## src/rtl/pipeline_ctrl_pkg.sv

```systemverilog
// Shared update codes and controller state encoding for the pipeline hazard/stall controller.
package pipeline_ctrl_pkg;

  localparam logic [1:0] UPD_HOLD  = 2'b00;
  localparam logic [1:0] UPD_ADV   = 2'b01;
  localparam logic [1:0] UPD_FLUSH = 2'b10;

  typedef enum logic [1:0] {
    PC_RUN  = 2'd0,
    PC_WAIT = 2'd1,
    PC_HALT = 2'd2
  } pctrl_state_t;

endpackage

```

## src/rtl/pipeline_ctrl_load_use_detect.sv

```systemverilog
// Combinational load-use match: a D-stage source that depends on the E-stage load's destination.
module pipeline_ctrl_load_use_detect (
  input  logic [6:0] d_rs,
  input  logic [6:0] d_rt,
  input  logic       d_use_s,
  input  logic       d_use_t,
  input  logic [1:0] de_rw,
  input  logic [5:0] de_rd,
  input  logic       de_is_load,
  output logic       hazard_c
);

  logic rs_hit;
  logic rt_hit;

  // bit6 of a source selects the register file, matched against de_rw[1]
  assign rs_hit = d_use_s && (de_rw[1] == d_rs[6]) && (de_rd == d_rs[5:0]);
  assign rt_hit = d_use_t && (de_rw[1] == d_rt[6]) && (de_rd == d_rt[5:0]);

  assign hazard_c = de_is_load && (de_rw != 2'b00) && (rs_hit || rt_hit);

endmodule

```

## src/rtl/pipeline_ctrl.sv

```systemverilog
// Hazard/stall controller driving F/D, D/E, E/W update codes and PC enable/redirect.
// Optional perf counters (stall_cycles, flush_cycles) with `define PIPE_CTRL_PERF_EN.
module pipeline_ctrl
  import pipeline_ctrl_pkg::*;
#(
  parameter int unsigned WAIT_W = 5
`ifdef PIPE_CTRL_PERF_EN
  , parameter int unsigned PERF_W = 32
`endif
) (
  input  logic              clk,
  input  logic              rst,
  input  logic [6:0]        d_rs,
  input  logic [6:0]        d_rt,
  input  logic              d_use_s,
  input  logic              d_use_t,
  input  logic [1:0]        de_rw,
  input  logic [5:0]        de_rd,
  input  logic              de_is_load,
  input  logic [WAIT_W-1:0] de_wait_time,
  input  logic              de_stop,
  input  logic              e_redirect,
  input  logic              mem_busy,
  output logic [1:0]        fd_update,
  output logic [1:0]        de_update,
  output logic [1:0]        ew_update,
  output logic              pc_en,
  output logic              pc_redirect,
  output logic              halted
`ifdef PIPE_CTRL_PERF_EN
  , output logic [PERF_W-1:0] stall_cycles,
  output logic [PERF_W-1:0] flush_cycles
`endif
);

  pctrl_state_t      state;
  pctrl_state_t      state_nxt;
  logic [WAIT_W-1:0] cnt;
  logic [WAIT_W-1:0] cnt_nxt;
  logic              load_use_c;

  pipeline_ctrl_load_use_detect u_load_use_detect (
    .d_rs       (d_rs),
    .d_rt       (d_rt),
    .d_use_s    (d_use_s),
    .d_use_t    (d_use_t),
    .de_rw      (de_rw),
    .de_rd      (de_rd),
    .de_is_load (de_is_load),
    .hazard_c   (load_use_c)
  );

  // State register and wait counter
  always_ff @(posedge clk) begin
    state <= state_nxt;
    cnt   <= cnt_nxt;
  end

  // Next-state and update-code generation
  always_comb begin
    state_nxt   = state;
    cnt_nxt     = cnt;
    fd_update   = UPD_ADV;
    de_update   = UPD_ADV;
    ew_update   = UPD_ADV;
    pc_en       = 1'b1;
    pc_redirect = 1'b0;
    halted      = 1'b0;

    if (rst) begin
      state_nxt = PC_RUN;
      cnt_nxt   = '0;
      fd_update = UPD_FLUSH;
      de_update = UPD_FLUSH;
      ew_update = UPD_FLUSH;
      pc_en     = 1'b0;
    end else begin
      case (state)
        PC_HALT: begin
          fd_update = UPD_HOLD;
          de_update = UPD_HOLD;
          ew_update = UPD_HOLD;
          pc_en     = 1'b0;
          halted    = 1'b1;
        end
        PC_RUN, PC_WAIT: begin
          if (mem_busy) begin
            fd_update = UPD_HOLD;
            de_update = UPD_HOLD;
            ew_update = UPD_HOLD;
            pc_en     = 1'b0;
          end else if ((state == PC_RUN && de_wait_time != '0) ||
                       (state == PC_WAIT && cnt != WAIT_W'(1))) begin
            // E holds its instruction; E/W receives a bubble each stalled cycle
            fd_update = UPD_HOLD;
            de_update = UPD_HOLD;
            ew_update = UPD_FLUSH;
            pc_en     = 1'b0;
            state_nxt = PC_WAIT;
            cnt_nxt   = (state == PC_RUN) ? de_wait_time : cnt - WAIT_W'(1);
          end else begin
            // E-stage instruction advances: redirect, stop and load-use apply here only
            cnt_nxt   = '0;
            state_nxt = de_stop ? PC_HALT : PC_RUN;
            if (e_redirect) begin
              fd_update   = UPD_FLUSH;
              de_update   = UPD_FLUSH;
              pc_redirect = 1'b1;
            end else if (load_use_c) begin
              fd_update = UPD_HOLD;
              de_update = UPD_FLUSH;
              pc_en     = 1'b0;
            end
          end
        end
        default: begin
          state_nxt = PC_RUN;
          cnt_nxt   = '0;
          fd_update = UPD_HOLD;
          de_update = UPD_HOLD;
          ew_update = UPD_HOLD;
          pc_en     = 1'b0;
        end
      endcase
    end
  end

`ifdef PIPE_CTRL_PERF_EN
  // Stall counts cycles with the PC frozen outside reset/HALT; flush counts redirects
  always_ff @(posedge clk) begin
    if (rst) begin
      stall_cycles <= '0;
      flush_cycles <= '0;
    end else begin
      if (!pc_en && state != PC_HALT) stall_cycles <= stall_cycles + PERF_W'(1);
      if (pc_redirect)                flush_cycles <= flush_cycles + PERF_W'(1);
    end
  end
`endif

endmodule

```

## config.mk

```make
export PLATFORM = sky130hd
export DESIGN_NAME = pipeline_ctrl
export DESIGN_NICKNAME = d
export VERILOG_FILES = /design/src/rtl/pipeline_ctrl_pkg.sv /design/src/rtl/pipeline_ctrl_load_use_detect.sv /design/src/rtl/pipeline_ctrl.sv
export SDC_FILE = /design/constraint.sdc
export NUM_CORES = 1
export LEC_CHECK = 0
export ABC_AREA = 0
export BUFFER_PORTS_ARGS = -buffer_cell sky130_fd_sc_hd__buf_2
export CAP_MARGIN = 20
export CORE_UTILIZATION = 35
export DETAILED_ROUTE_END_ITERATION = 7
export GPL_TIMING_DRIVEN = 0
export PLACE_DENSITY = 0.69
export SYNTH_ARGS = -nofsm -noshare
export SYNTH_HDL_FRONTEND = slang
export SYNTH_HIERARCHICAL = 1
export SYNTH_SLANG_ARGS = --single-unit
```

## constraint.sdc

```tcl
create_clock -name clk -period 5.3 [get_ports clk]
set_input_delay 1.06 -clock clk [delete_from_list [all_inputs] [get_ports clk]]
set_output_delay 1.06 -clock clk [all_outputs]
set_load 0.02 [all_outputs]
```

### Yosys cells after proc, flatten, opt, wreduce, memory -nomap -nowiden

Index checks and enable logic that the tools add are counted.

* flip-flop bits (word level): 7
* word-level logic and storage cells: 64

* $add $sub $neg: 1
* bitwise operators: 1
* mux-type cells: 37
* equality and inequality tests: 8
* reductions and logical operators: 15

Operators with widths (count)
* 2-bit two-way mux: 18
* 5-bit two-way mux: 3
* 1-bit two-way mux: 14
* 6-bit == test: 2
* 5-bit one-hot mux with 2 select lines: 1
* 1-bit logical AND: 8
* 5-bit by 1-bit != test with 1-bit output, second input constant: 1
* 5-bit nonzero test: 1
* 5-bit by 1-bit subtractor with 5-bit output, second input constant: 1
* 2-bit one-hot mux with 2 select lines: 1
* 1-bit == test: 2
* 2-bit by 1-bit == test with 1-bit output, second input constant: 1
* 2-bit == test, second input constant: 1
* 2-bit zero test: 1
* 1-bit logical OR: 2
* 2-bit != test, second input constant: 1
* 2-bit AND reduction: 1
* 2-bit nonzero test: 1
* 2-bit OR reduction: 1
* 1-bit inverter: 1

### Depth between registers and ports, before layout

* word-level depth: 11
* mapped depth: 7

### Modules after synthesis

Netlist, hierarchy kept.

By module, submodules not included
* pipeline_ctrl: cells each 68, instances 1, area each 490.5 um2
* pipeline_ctrl_load_use_detect: cells each 22, instances 1, area each 165.2 um2

### Least setup slack after synthesis

No wires, ideal clock.

* path kind: in2out
* from: input de_wait_time[4]
* to: output fd_update[0]
* cell stages on the path: 5
* arrival time: 2.723 ns
* path slack: 1.517 ns
* cell sequence: nor4_1 -> a22oi_1 -> or4_4 -> nor3_1 -> buf_4

* cells in the longest elaborated chain, start to end: 7

RTL lines
* from (decl): line pipeline_ctrl.sv:20 `input logic [WAIT_W-1:0] de_wait_time,`
* 5-bit nonzero test: line pipeline_ctrl.sv:92 `end else if ((state == PC_RUN && de_wait_time != '0) ||`
* 1-bit logical AND: line pipeline_ctrl.sv:92
* 1-bit logical OR: line pipeline_ctrl.sv:92
* 2-bit two-way mux: line pipeline_ctrl.sv:92
* 2-bit two-way mux: line pipeline_ctrl.sv:87 `if (mem_busy) begin`
* 2-bit two-way mux: line pipeline_ctrl.sv:78 `case (state)`
* 2-bit two-way mux: line pipeline_ctrl.sv:70 `if (rst) begin`
* to (decl): line pipeline_ctrl.sv:24 `output logic [1:0] fd_update,`

No other way between the ends.

### Worst setup path after layout

Same ends and word-level chain as after synthesis.

==> metrics.md <==
| Metric | Value |
|---|---|
| Commonest non-fill, non-tap cells in the layout | `43 x buf_2, 12 x xor2_1, 11 x nor2_1, 11 x a21oi_1, 8 x inv_1` |
| WP data arrival | `2610 ps` |
| Worst setup path start | `de_wait_time[4]` |
| Slowest CP cell | `or4_4` |
| Clock skew | `1.54 ps` |
| Fillers | `182` |
| WL/cell | `10.4 um` |
| GRT overflow | `0` |
| Final Core Density | `0.532` |
| Maximum VDD drop | `0.000165 V` |
| CTS root buffer | `clkbuf_4` |
| Yosys top cell area share | `0.214` |
| Top post-synthesis cells by area | `dfxtp_1 21%, xor2_1 16%, a21oi_1 8.4%, nor2_1 6.3%, inv_1 4.6%` |
| Die area | `0.00205 sq mm` |
| Cells after Synth | `90` |
| Initial antenna violation count | `0` |
| TritonCTS Buffers | `3` |
| Critical Path End Type | `output pin` |
| Cell variety after synth | `26` |
| Clock slew at reported path FFs | `50 ps` |
| Ordered list of cells on the worst path | `buf_2 > nor4_1 > a22oi_1 > or4_4 > nor3_1 > buf_4 > buf_2` |
| Pwr dens | `182 mW/mm^2` |
| Worst-Margin Slew | `587 ps` |
| Vias per inst | `4.81` |
| Fin crit share | `0.692` |
| R2R setup slack | `3610 ps` |
| YS warnings | `6` |
| Starting density of the core | `0.376` |
| Gpl congestion | `0.916` |
| Area Overhead vs Synth | `41.6%` |
| Buffers on Ports | `43` |
| First drt pass iteration count | `3` |
| Core area | `0.00175 sq mm` |
| Max cap viols | `0` |
| Slew Viols, Final | `0` |
| Die X | `45.3 um` |
| Hold Vio Cnt, Final | `0` |
| Crit start category | `primary input` |
| # resized after CTS | `0` |
| Status | `complete, no violations` |
| Antenna Cells | `0` |
| CP Max Fanout | `6` |
| Max Buffers Root-to-Sink | `2` |
| CTS tree | `yes` |
| Fmax | `0.273 GHz` |
| Sink Count | `7` |
| CP max stage delay | `480 ps` |
| Commonest non-fill, non-tap cell in the layout | `buf_2` |
| DRC | `0` |
| Die height | `45.3 um` |
| Synthesized area | `656 sq um` |
| WP data required | `4240 ps` |
| Syn_nets | `127` |
| Number of global-route vias before repair | `715` |
| Share of cells above drive strength 1 | `0.365` |
| Cts hold-fix bufs | `0` |
| Post CTS Setup Buffer Count | `0` |
| R2r startpoint | `cnt[0]$_SDFFE_PP0P_` |
| Setup Viol. Count Final | `0` |
| Synth Area per Inst | `7.28 sq um` |
| Hold depth | `2` |
| Worst flop-to-flop path endpoint | `state[1]$_SDFFE_PP0P_` |
| Most used cell along the critical path | `buf_2` |
| Setup_tns | `0 ps` |
| RSZ-0062 raised after global routing | `false` |
| Dpl hpwl | `1.44 mm` |
| I/O pin cnt | `44` |
| Synth Register Bits | `7` |
| Synth area leader | `dfxtp_1` |
| DRT antenna net count | `0` |
| Slew headroom | `0.607` |
| R2R cell count | `6` |
| 1st-iter DRT viols | `10` |
| Min cycle time layout | `3670 ps` |
| FP Rows | `15` |
| Crit Path Category | `in -> out` |
| Clk_lat worst skew | `240 ps` |
| Routed WL | `1.68 mm` |
| Largest net degree at the start of global routing | `11` |
| H-tree Lvls | `1` |
| Sequential cell area fraction in the yosys report | `0.214` |
| DR vias | `779` |
| Worst setup endpoint | `fd_update[0]` |
| Worst hold path type | `reg -> reg` |
| All-Layer GR Usage | `0.179` |
| First-pass GRT wire length | `2.74 mm` |
| Leak | `0.475 nW` |
| Final nets | `175` |
## final cells by class
type	count	area, sq um	share of cell area
Buffer	2	11.3	0.0121
Clock buffer	4	26.3	0.0283
Inverter	9	33.8	0.0364
Multi-Input combinational cell	72	470	0.507
Sequential cell	7	140	0.151
Tap cell	25	31.3	0.0337
Timing Repair Buffer	43	215	0.232
## sequential cells by signal, indices dropped and copies added (netlist names)
signal / cells
cnt: 5
state: 2
## how the worst min path moves through the flow
stage | startpoint | endpoint | slack [ps]
final | cnt[1]$_SDFFE_PP0P_ | cnt[1]$_SDFFE_PP0P_ | 480
after global routing | cnt[1]$_SDFFE_PP0P_ | cnt[1]$_SDFFE_PP0P_ | 510
after CTS | cnt[1]$_SDFFE_PP0P_ | cnt[1]$_SDFFE_PP0P_ | 490
after detailed placement | cnt[1]$_SDFFE_PP0P_ | cnt[1]$_SDFFE_PP0P_ | 480
after global placement | cnt[1]$_SDFFE_PP0P_ | cnt[1]$_SDFFE_PP0P_ | 470
after floorplan | cnt[1]$_SDFFE_PP0P_ | cnt[1]$_SDFFE_PP0P_ | 440
## power by group
group / leakage, nW / internal [W] / switching, W
logic: 0.403 / 0.0000281 / 0.0000300
clock network: 0.0150 / 0.0000287 / 0.0000192
registers: 0.0576 / 0.0000571 / 0.00000572
## kinds of logic (layout without fill, tap and decap cells)
kind of cell	after synthesis	count (layout)	share of synthesized area
AND/OR/NAND/NOR	34	34	0.292
AO/OA/AOI/OAI	21	21	0.185
XOR/XNOR	14	14	0.187
buffers and inverters	11	58	0.0687
flip-flops	7	7	0.214
adder cells (fa/ha/maj)	2	2	0.0382
multiplexers	1	1	0.0153
## critical path: cells and delay by family
kind	cells	cell delay, ps
AND/OR/NAND/NOR	3	930
buffers and inverters	3	410
AO/OA/AOI/OAI	1	210
## Yosys cell counts, drive strengths merged
| cell type | count |
|---|---|
| a22oi | 1 |
| nor3 | 5 |
| o22ai | 3 |
| nand2b | 2 |
| xnor2 | 2 |
| or3 | 1 |
| ha | 2 |
| o41ai | 2 |
| or4 | 1 |
| nor4 | 3 |
| inv | 9 |
| nand2 | 6 |
| and3b | 1 |
| nand4 | 2 |
| o21ai | 3 |
| nor4b | 2 |
| clkbuf | 1 |
| xor2 | 12 |
| a21o | 1 |
| nor2 | 11 |
| a21oi | 11 |
| dfxtp | 7 |
| mux2i | 1 |
| buf | 1 |
## stage by stage
step	power, W	instances	area, sq um	worst slack (ps)	hold slack, ps
after global placement	0.000120	158	902	1650	466
after floorplan	0.0000972	90	656	1520	441
after detailed placement	0.000122	158	902	1620	480
after CTS	0.000170	162	928	1620	489
final	0.000169	162	928	1630	484
after global routing	0.000183	162	928	1510	512
## routing by layer
metal | wire [um] | GRT usage | vias to the layer above
li1 | - | - | 412
met1 | 728 | 0.199 | 341
met2 | 875 | 0.342 | 22
met3 | 64 | 0.0320 | 4
met4 | 15 | 0.0485 | 0
met5 | 0 | 0 | -
No activity file was read; power rests on OpenSTA's default activity.
